[src/rtl/uart_tx_arbiter.sv]
// Round-robin arbiter and frame sequencer in front of a shared uart_transmitter.
// One whole frame per grant, then an optional gap; a stuck frame is aborted by timeout.
module uart_tx_arbiter #(
    parameter int N_REQ     = 4,
    parameter int ID_W      = 2,
    parameter int GAP_TICKS = 16,
    parameter int TIMEOUT   = 512,
    parameter int CNT_W     = 10
) (
    input  logic               s_tick,
    input  logic               reset,
    input  logic [N_REQ-1:0]   req,
    input  logic [8*N_REQ-1:0] req_data,
    output logic [N_REQ-1:0]   gnt,
    output logic               tx_start,
    output logic [7:0]         din,
    input  logic               tx_done_tick,
    output logic               busy,
    output logic [ID_W-1:0]    active_id,
    output logic               timeout_err
);
    typedef enum logic [1:0] {IDLE, START, BUSY, GAP} state_t;

    localparam state_t           POST     = (GAP_TICKS > 0) ? GAP : IDLE;
    localparam logic [CNT_W-1:0] TO_LAST  = CNT_W'(TIMEOUT - 1);
    localparam logic [CNT_W-1:0] GAP_LAST = CNT_W'((GAP_TICKS > 0) ? GAP_TICKS - 1 : 0);

    state_t                state, state_nx;
    logic [ID_W-1:0]       ptr, ptr_nx;
    logic [CNT_W-1:0]      cnt, cnt_nx;
    logic [N_REQ-1:0]      gnt_nx;
    logic                  tx_start_nx, err_nx;
    logic [7:0]            din_nx;
    logic [ID_W-1:0]       id_nx;
    logic [N_REQ-1:0][7:0] req_byte;
    logic                  found;
    logic [ID_W-1:0]       winner;

    assign req_byte = req_data;

    always_comb begin
        found  = 1'b0;
        winner = '0;
        // First pass scans ptr..N_REQ-1; if empty, the lowest set bit is the wrapped winner.
        for (int j = 0; j < N_REQ; j++) begin
            if (!found && req[j] && (ID_W'(j) >= ptr)) begin
                found  = 1'b1;
                winner = ID_W'(j);
            end
        end
        for (int j = 0; j < N_REQ; j++) begin
            if (!found && req[j]) begin
                found  = 1'b1;
                winner = ID_W'(j);
            end
        end
    end

    always_comb begin
        state_nx    = state;
        ptr_nx      = ptr;
        cnt_nx      = cnt;
        gnt_nx      = '0;
        tx_start_nx = 1'b0;
        err_nx      = 1'b0;
        din_nx      = din;
        id_nx       = active_id;
        case (state)
            IDLE: begin
                if (found) begin
                    gnt_nx   = N_REQ'(1) << winner;
                    din_nx   = req_byte[winner];
                    id_nx    = winner;
                    ptr_nx   = (winner == ID_W'(N_REQ - 1)) ? '0 : winner + 1'b1;
                    state_nx = START;
                end
            end
            START: begin
                tx_start_nx = 1'b1;
                cnt_nx      = '0;
                state_nx    = BUSY;
            end
            BUSY: begin
                // Done wins over a timeout expiring in the same cycle.
                if (tx_done_tick) begin
                    cnt_nx   = '0;
                    state_nx = POST;
                end else if (cnt == TO_LAST) begin
                    err_nx   = 1'b1;
                    cnt_nx   = '0;
                    state_nx = POST;
                end else begin
                    cnt_nx = cnt + 1'b1;
                end
            end
            GAP: begin
                if (cnt == GAP_LAST) state_nx = IDLE;
                else                 cnt_nx   = cnt + 1'b1;
            end
            default: state_nx = IDLE;
        endcase
    end

    always_ff @(posedge s_tick) begin
        if (reset) begin
            state       <= IDLE;
            ptr         <= '0;
            cnt         <= '0;
            gnt         <= '0;
            tx_start    <= 1'b0;
            din         <= '0;
            busy        <= 1'b0;
            active_id   <= '0;
            timeout_err <= 1'b0;
        end else begin
            state       <= state_nx;
            ptr         <= ptr_nx;
            cnt         <= cnt_nx;
            gnt         <= gnt_nx;
            tx_start    <= tx_start_nx;
            din         <= din_nx;
            busy        <= (state_nx != IDLE);
            active_id   <= id_nx;
            timeout_err <= err_nx;
        end
    end
endmodule
[config.mk]
export PLATFORM = sky130hd
export DESIGN_NAME = uart_tx_arbiter
export DESIGN_NICKNAME = d
export VERILOG_FILES = /design/src/rtl/uart_tx_arbiter.sv
export SDC_FILE = /design/constraint.sdc
export NUM_CORES = 1
export LEC_CHECK = 0
export BUFFER_PORTS_ARGS = -buffer_cell sky130_fd_sc_hd__buf_2
export CAP_MARGIN = 20
export CORE_ASPECT_RATIO = 1.2
export CORE_UTILIZATION = 53
export CTS_CLUSTER_DIAMETER = 50
export DETAILED_ROUTE_END_ITERATION = 12
export GPL_ROUTABILITY_DRIVEN = 1
export PLACE_DENSITY = 0.84
export SLEW_MARGIN = 20
export SYNTH_ARGS = -nofsm -noshare
export SYNTH_HDL_FRONTEND = slang
export SYNTH_SLANG_ARGS = --single-unit
[constraint.sdc]
create_clock -name s_tick -period 5.1 [get_ports s_tick]
set_clock_uncertainty 0.2 [all_clocks]
set_input_delay 0.255 -clock s_tick [delete_from_list [all_inputs] [get_ports s_tick]]
set_output_delay 0.255 -clock s_tick [all_outputs]
set_load 0.05 [all_outputs]
==> results of run 1 <==
==> logic make-up (layout without fill, tap and decap cells) <==
kind of cell / count (synthesis) / after routing
AOI/OAI and AO/OA: 39 / 39
xor gates and xnor gates: 7 / 7
adders and majority gates: 2 / 2
buffers and inverters: 11 / 66
DFF: 31 / 31
muxes: 12 / 12
and+or+nand+nor: 82 / 82
==> metal layers <==
layer,GRT usage (%),vias to the layer above
li1,-,760
met1,25.9,698
met2,43.2,47
met3,7.54,6
met4,10.4,0
met5,0,-
==> worst paths after layout <==
check	start	slack, ps	endpoint	cells after the start
worst max-delay path	ptr[0]	2550	ptr[1]	7
worst min-delay path	req_data[3]	20	din[3]	3
worst max register to register	ptr[0]	2550	ptr[1]	7
worst min register to register	din[3]	290	din[3]	2
==> critical path, cell delays in order, from the launching register on <==
cell and delay (ps):
dfxtp_1 380, nor2b_1 60, o21bai_1 650, nand2_1 170
inv_1 460, ha_1 330, mux2i_1 130, nor2_1 60
==> report_power, final <==
part           switching (mW)  internal, mW
sequential             0.0179         0.268
combinational           0.148        0.0726
clock                  0.0847         0.116
total                   0.251         0.457
==> area by class of cell <==
class | count | area share, %
Clock inverter | 2 | 1.80
Sequential cell | 31 | 32.0
Tap cell | 34 | 2.19
Clock buffer | 6 | 2.64
Timing Repair Buffer | 55 | 14.2
Inverter | 3 | 0.580
Multi-Input combinational cell | 142 | 46.6
==> sequential cells by signal (all words and copies together) (netlist names) <==
register and count:
active_id 2, busy 1, cnt 10, din 8
gnt 4, ptr 2, state 2, timeout_err 1
tx_start 1
==> per-stage QoR <==
stage                     utilization [%]  setup slack (ps)  hold slack (ps)  cell area, um2  power, mW
after global placement               66.0              2580              256            1860      0.508
after floorplan                         -              3030              131            1590      0.463
after detailed placement             66.0              2530              269            1860      0.512
after global routing                 69.1              2300             14.1            1940      0.746
after CTS                            69.1              2570             10.4            1940      0.713
final                                69.1              2550             20.2            1940      0.708
==> synthesized netlist by cell type, drive strengths merged, types with 4 or more instances <==
cell type  instances  area (um2)
dfxtp             31         621
nor2              22        82.6
nand2             19        71.3
mux2i             12         120
o21ai              9        45.0
a21boi             8        60.1
and3               8        50.1
o211ai             8        60.1
a21oi              6        30.0
nor3               6        30.0
xnor2              6        52.6
buf                5        36.3
nand3              5        25.0
nand2b             4        25.0
==> results.yml, run 1 <==
clock_tree:
  cts_inserted_buffers: 5
  cts_setup_buffers: 0
  ctsLongestPathBuffers: 2
  clock_latency_ps: 330
  root_buffer: "clkbuf_4"
  h-tree-depth: 2
  clkSlewWorstSetupHoldPaths_ps: 100
  clock_sinks: 31
  cts_hold_buf: 0
  cts_resized: 0
  cts_tree: "done"
final_layout:
  fin_cells: 273
  drive_above_1_share_pct: 28.5
  antenna_cells: 0
  syn_to_final_growth_pct: 22.5
  nets: 279
  fill_cells: 247
  multi_input_area_um2: 906
  final_common_cell: "buf_2"
  layout_common_cells: "buf_2 (55), dfxtp_1 (31), nor2_1 (22)"
  regArea_um2: 621
die:
  die_w_um: 51.9
  initial_core_util_pct: 56.4
  core.rowCount: 21
  die_y_um: 61.9
  core_um2: 2810
  io_pins: 56
  die_area_um2: 3210
detailed_routing:
  dr_wl_met3_um: 233
  drt_first_pass_iters: 4
  drt_iter0_drc: 33
  viasPerCell: 5.53
  wl_um: 3610
  drcViolationCount: 0
  routed.top_layer: "met4"
  drt-met1-wl_um: 1550
  ant_nets: 0
  met2WireLength_um: 1760
  wire_per_inst_um: 13.2
  dr_total_vias: 1511
yosys:
  synth_flop_cell: "dfxtp_1"
  synth_edf_count: 0
  synth.area.mux_share_pct: 7.58
  synth_top_family_by_area: "simple AND/OR/NAND/NOR gates"
  syn-cell-area_um2: 1590
  synth_compound_area_share_pct: 16.7
  yosys_warnings: 0
  synth_nets: 225
  avgSynthCellArea_um2: 8.62
  synth-seq-cells: 31
  synthSimpleGateAreaFrac_pct: 27.5
  synth-adder-area-share_pct: 1.58
  netlist_instances: 184
  synth_cell_types: 42
  async_reset_ff_share_pct: 0
  ys_seq_area_share_pct: 39.1
  synth_xor_area_share_pct: 3.87
power:
  p_leak_nw: 0.858
  powerDensity_nw_per_um2: 364
  vdd_drop_max_v: 0.000254
placement:
  dp.cells: 265
  gp_congestion: 0.821
  hpwl_um: 2630
  io_buffers: 55
run_status:
  status: "complete, no violations"
sta:
  slew_viol_final: 0
  hold_violations: 0
  worst_slew_pin_slew_ps: 836
  rsz0062_at_grt: "false"
  slew_headroom_pct: 44.2
  min_period_ps: 2550
  setup_tns_ps: 0
  setup_viol: 0
  fmax_mhz: 392
  post-route-period-util_pct: 50.0
critical_path:
  worstPathRequired_ps: 5120
  worstSetupPathType: "flip-flop to flip-flop"
  worstPathMaxFanout: 17
  critPathLaunchType: "flip-flop"
  arrival_ps: 2570
  cp-end-kind: "flip-flop"
global_route:
  grt_pass1_wl_um: 5660
  grt_pass1_vias: 1362
  overflow: 0
  antenna_found_initial: 0
  track_usage_pct: 24.0
  grt_max_degree: 18
min_path:
  hold_class: "primary input to flip-flop"
run:
  max-cap-violations: 0
(Power assumes the default switching activity.)
==> run 2: changes to the inputs <==
- ABC_AREA: unset -> 1
- CORE_UTILIZATION: 53 -> 51
- PLACE_DENSITY: 0.84 -> 0.79
- clock period: 5.1 -> 2.5 ns (I/O delays scaled with it)
==> run 2 against run 1 <==
- combinational power rose to 2.6 times the previous value
- clock power up 89%
- sequential power up 100%
- register-to-register slack worse by 2200 ps
- synthesized cell count up 58%
- non-clock buffer count up 2
- utilization down 4.5 points
- fmax up 21%
- highest routed layer unchanged
==> results.yml, run 2 <==
final_layout:
  antenna_cells: 0
  final_core_util_pct: 64.5
  reg_top3: "cnt x10, din x8, gnt x4"
  fin_area_um2: 2170
  largest_register_ffs: 10
  syn_to_final_growth_pct: 19.3
  largest_register: "cnt"
  layout_common_cells: "nand2_1 (77), buf_2 (55), nand3_1 (46)"
  final_common_cell: "nand2_1"
  fin_cells: 381
  drive_above_1_share_pct: 23.0
  nets: 384
yosys:
  synth.area.mux_share_pct: 0
  synth_cell_types: 30
  synth_top_area_share_pct: 34.1
  syn-cell-area_um2: 1820
  synthMostInstantiatedCell: "nand2_1"
  synth_top_family_by_area: "simple AND/OR/NAND/NOR gates"
  yosysTopAreaCell: "dfxtp_1"
  netlist_instances: 290
  synth-adder-area-share_pct: 1.37
  synth_xor_area_share_pct: 0.481
  async_reset_ff_share_pct: 0
  yosys_warnings: 0
  synth_common_cells: "nand2_1 (77), nand3_1 (46), inv_1 (45)"
  synth_flop_cell: "dfxtp_1"
  synth_nets: 331
  synth_edf_count: 0
  synth-seq-cells: 31
  ys_seq_area_share_pct: 34.1
  synth_compound_area_share_pct: 4.74
  netlist_top_cells_area: "dfxtp_1 (34%), nand2_1 (16%), nand3_1 (13%)"
  synthSimpleGateAreaFrac_pct: 45.7
  avgSynthCellArea_um2: 6.28
detailed_routing:
  viasPerCell: 5.06
  drcViolationCount: 0
  drt_iter0_drc: 83
  drt-met1-wl_um: 1750
  wl_um: 4080
  dr_total_vias: 1927
  dr_wl_met3_um: 253
  ant_nets: 0
  wire_per_inst_um: 10.7
  routed.top_layer: "met4"
  drt_first_pass_iters: 5
  met2WireLength_um: 1990
placement:
  dp.cells: 372
  io_buffers: 55
  placed_cell_area_um2: 2080
  hpwl_um: 3120
  gp_congestion: 0.821
power:
  p_switching_uw: 625
  p_leak_nw: 1.19
  vdd_drop_max_v: 0.000471
  powerDensity_nw_per_um2: 708
  intPower_uw: 913
  seqPwrFrac_pct: 38.0
  combPwrFrac_pct: 37.4
  pwr-share-clk_pct: 24.7
  switching_share_pct: 40.6
clock_tree:
  root_buffer: "clkbuf_8"
  cts_tree: "done"
  cts_resized: 0
  ctsLongestPathBuffers: 2
  h-tree-depth: 2
  clock_latency_ps: 280
  cts_inserted_buffers: 5
  clkSlewWorstSetupHoldPaths_ps: 60
  clock_sinks: 31
die:
  initial_core_util_pct: 54.1
  die_area_um2: 3820
  io_pins: 56
  core.rowCount: 23
  die_w_um: 56.6
  die_y_um: 67.5
  core_um2: 3370
critical_path:
  worstPathMaxFanout: 21
  worstSetupPathType: "flip-flop to flip-flop"
  worstPathRequired_ps: 2470
  cp-end-kind: "flip-flop"
  arrival_ps: 2070
  critPathLaunchType: "flip-flop"
run:
  max-cap-violations: 0
run_status:
  status: "complete, no violations"
sta:
  slew_viol_final: 0
  fin_hold_ws_ps: 31.4
  hold_violations: 0
  rsz0062_at_grt: "false"
  setup_viol: 0
  fmax_mhz: 476
  worst_slew_pin_slew_ps: 728
  setup_tns_ps: 0
  min_period_ps: 2100
  slew_headroom_pct: 51.0
  post-route-period-util_pct: 84.0
global_route:
  antenna_found_initial: 0
  overflow: 0
  grt_max_degree: 22
  grt_pass1_vias: 1717
  track_usage_pct: 24.0
  grt_pass1_wl_um: 7090
min_path:
  hold_class: "primary input to flip-flop"
-- run 2: power groups by stage --
stage / Sequential [mW] / Clock (mW) / Combinational (mW)
2_1_floorplan: 0.731 / 0 / 0.330
3_3_place_gp: 0.593 / 0 / 0.568
3_5_place_dp: 0.594 / 0 / 0.574
4_1_cts: 0.584 / 0.389 / 0.578
5_1_grt: 0.592 / 0.405 / 0.648
6_report: 0.584 / 0.379 / 0.575
-- run 2: worst paths after layout --
check / from / endpoint / slack (ps) / cells past startpoint
max: ptr[1] / ptr[1] / 400 / 9
min: req_data[13] / din[5] / 30 / 7
max reg2reg: ptr[1] / ptr[1] / 400 / 9
min reg2reg: active_id[1] / active_id[1] / 270 / 2
-- run 2: metal layers --
metal	global-route usage [%]	up-vias
li1	-	1009
met4	14.3	0
met1	27.9	833
met2	40.6	77
met5	0	-
met3	5.17	8
-- run 2: logic make-up (layout without fill, tap and decap cells) --
family / count (synthesis) / count (layout)
buf+inv: 59 / 113
simple gates: 182 / 182
fa+ha+maj: 2 / 2
flops: 31 / 31
xor+xnor: 1 / 1
compound gates: 15 / 15
-- run 2: final cells by class --
type,instances,area (um2)
Timing Repair Buffer,57,293
Inverter,48,180
Multi-Input combinational cell,200,952
Sequential cell,31,621
Tap cell,37,46.3
Clock buffer,7,76.3
Clock inverter,1,5.00
Fill cell,322,1190
-- run 2: through the flow --
step	power [mW]	setup WS [ps]
2_1_floorplan	1.06	731
3_3_place_gp	1.16	476
5_1_grt	1.64	150
4_1_cts	1.55	412
3_5_place_dp	1.17	421
6_report	1.54	399
-- run 2: worst max-delay path, stage by stage, from the launching register on --
cell	delay (ps)
dfxtp_1	350
nor2_1	50
nand2_1	120
nand2_1	100
nor2_4	130
nand3_4	180
nand2_2	350
ha_1	290
o21ai_0	160
a21oi_1	50
-- run 2: what timing repair did --
action	CTS	global route
hold endpoints to repair	1	0
hold buffers	1	0
setup buffers	0	0
==> run 3: changes to the inputs <==
- CORE_UTILIZATION: 51 -> 46
- PLACE_DENSITY: 0.79 -> 0.76
- clock period: 2.5 -> 1.9 ns (I/O delays scaled with it)
==> run 3 against run 2 <==
- critical path depth unchanged
- global-route usage decreased by 2.2 points
- wire length increased by 7.2%
- sequential power increased by 33%
- total power increased by 37%
- first-iteration DRC count decreased by 35%
- critical endpoint is now cnt[3]
- highest routed layer unchanged
==> results.yml, run 3 (same netlist as run 2, synthesis figures left out) <==
min_path:
  min_to: "din[2]"
  hold_class: "primary input to flip-flop"
  min-delay-start: "req_data[10]"
  hold_depth: 7
detailed_routing:
  dr_total_vias: 1979
  ant_nets: 0
  drt_iter0_drc: 54
  drcViolationCount: 0
  wl_um: 4370
  viasPerCell: 4.84
  drt_first_pass_iters: 4
  wire_per_inst_um: 10.7
final_layout:
  fill_cells: 379
  syn_to_final_growth_pct: 29.5
  layout_common_cells: "nand2_1 (75), buf_2 (55), nand3_1 (46)"
  reg_top3: "cnt x10, din x8, gnt x4"
  nets: 397
  largest_register: "cnt"
  drive_above_1_share_pct: 26.9
  fin_cells: 409
  antenna_cells: 0
  final_common_cell: "nand2_1"
  fin_area_um2: 2360
  largest_register_ffs: 10
placement:
  placed_cell_area_um2: 2170
  dp.cells: 394
  gp_congestion: 0.894
  hpwl_um: 3190
  io_buffers: 55
die:
  die_w_um: 59.4
  io_pins: 56
  initial_core_util_pct: 48.9
  core.rowCount: 24
  die_area_um2: 4220
  core_um2: 3720
  die_y_um: 70.9
global_route:
  grt_max_degree: 22
  grt_pass1_vias: 1789
  overflow: 0
  grt_pass1_wl_um: 7140
  antenna_found_initial: 0
  track_usage_pct: 21.8
critical_path:
  critPathLaunchType: "flip-flop"
  reg2reg_to: "cnt[3]"
  path_buf_inv: 0
  r2r_start: "cnt[1]"
  worstPathRequired_ps: 1870
  max_stage_delay_ps: 350
  worstSetupPathType: "flip-flop to flip-flop"
  rr_worst_depth: 9
  ff2ff_setup_slack_ps: 40
  cp-end-kind: "flip-flop"
  slowest_stage: "dfxtp_2"
  crit_chain: "ha_4 -> nand2_4 -> nor2_4 -> nand4_1 -> or2_4 -> nand2_8 -> nor2_2 -> xor2_1 -> nor2_1"
  worstPathMaxFanout: 4
  crit_family: "simple AND/OR/NAND/NOR gates"
  arrival_ps: 1820
clock_tree:
  h-tree-depth: 2
  cts_tree: "done"
  root_buffer: "clkbuf_8"
  clkSlewWorstSetupHoldPaths_ps: 60
  clock_sinks: 31
  ctsLongestPathBuffers: 2
  cts_inserted_buffers: 5
  clock_latency_ps: 280
sta:
  slew_headroom_pct: 69.4
  fin_hold_ws_ps: 2.64
  slew_viol_final: 0
  hold_violations: 0
  setup_viol: 0
  min_period_ps: 1860
  worst_slew_pin_slew_ps: 455
  fmax_mhz: 539
  post-route-period-util_pct: 97.7
run_status:
  status: "complete, no violations"
power:
  finalPower_mw: 2.10
  p_leak_nw: 1.28
  powerDensity_nw_per_um2: 892
  vdd_drop_max_v: 0.000343
run:
  max-cap-violations: 0
## run 3: worst max path at each step
stage          startpoint  endpoint  slack (ps)  cells past startpoint
2_1_floorplan      cnt[0]    cnt[1]         130                     10
3_3_place_gp       cnt[0]    cnt[9]          40                     10
3_5_place_dp       cnt[0]    cnt[9]         -10                     10
4_1_cts            cnt[0]    cnt[9]           1                     11
5_1_grt            cnt[1]    cnt[3]         -30                      9
6_report           cnt[1]    cnt[3]          40                      9
## run 3: routing by layer
| layer | up-vias | global-route usage [%] | part of all wire [%] |
|---|---|---|---|
| met1 | 871 | 25.4 | 43 |
| met5 | - | 0 | 0 |
| met3 | 10 | 3.47 | 4.3 |
| met2 | 62 | 38.0 | 50 |
| li1 | 1036 | - | - |
| met4 | 0 | 10.3 | 2.5 |
## run 3: per-stage QoR
step	utilization (%)	worst slack, ps	setup TNS (ps)
after floorplan	-	131	0
after global placement	58.2	40.1	0
after detailed placement	58.2	-11.5	-31.2
after CTS	61.6	1.42	0
after global routing	63.3	-28.2	-28.2
final	63.3	44.1	0
## run 3: cell type report
cell class                 instances  area (um2)  area share [%]
sequential                        31         623            26.4
inverter                          48         183            7.75
clock buffer                       7        76.3            3.24
timing repair buffer              70         410            17.4
tap                               52        65.1            2.76
multi-input combinational        200         996            42.2
clock inverter                     1        5.00           0.212
## run 3: timing repair
item	in CTS	in global routing
endpoints found under the hold margin	5	0
gates resized for setup	1	13
setup endpoints to repair	4	13
pin swaps	0	4
hold buffers	4	0
setup buffers	0	3
gates cloned	0	0
## run 3: power by group
group	internal, mW	total, mW	switching, mW
Combinational	0.282	0.845	0.563
Sequential	0.727	0.776	0.0494
Clock	0.256	0.482	0.226
## run 3: tightest hold or removal path, stage by stage
cell and delay [ps]:
buf_2 80, nand2_1 40, nand2_1 50, nand2_1 40, nand3_1 60, nand2_1 40, inv_1 40
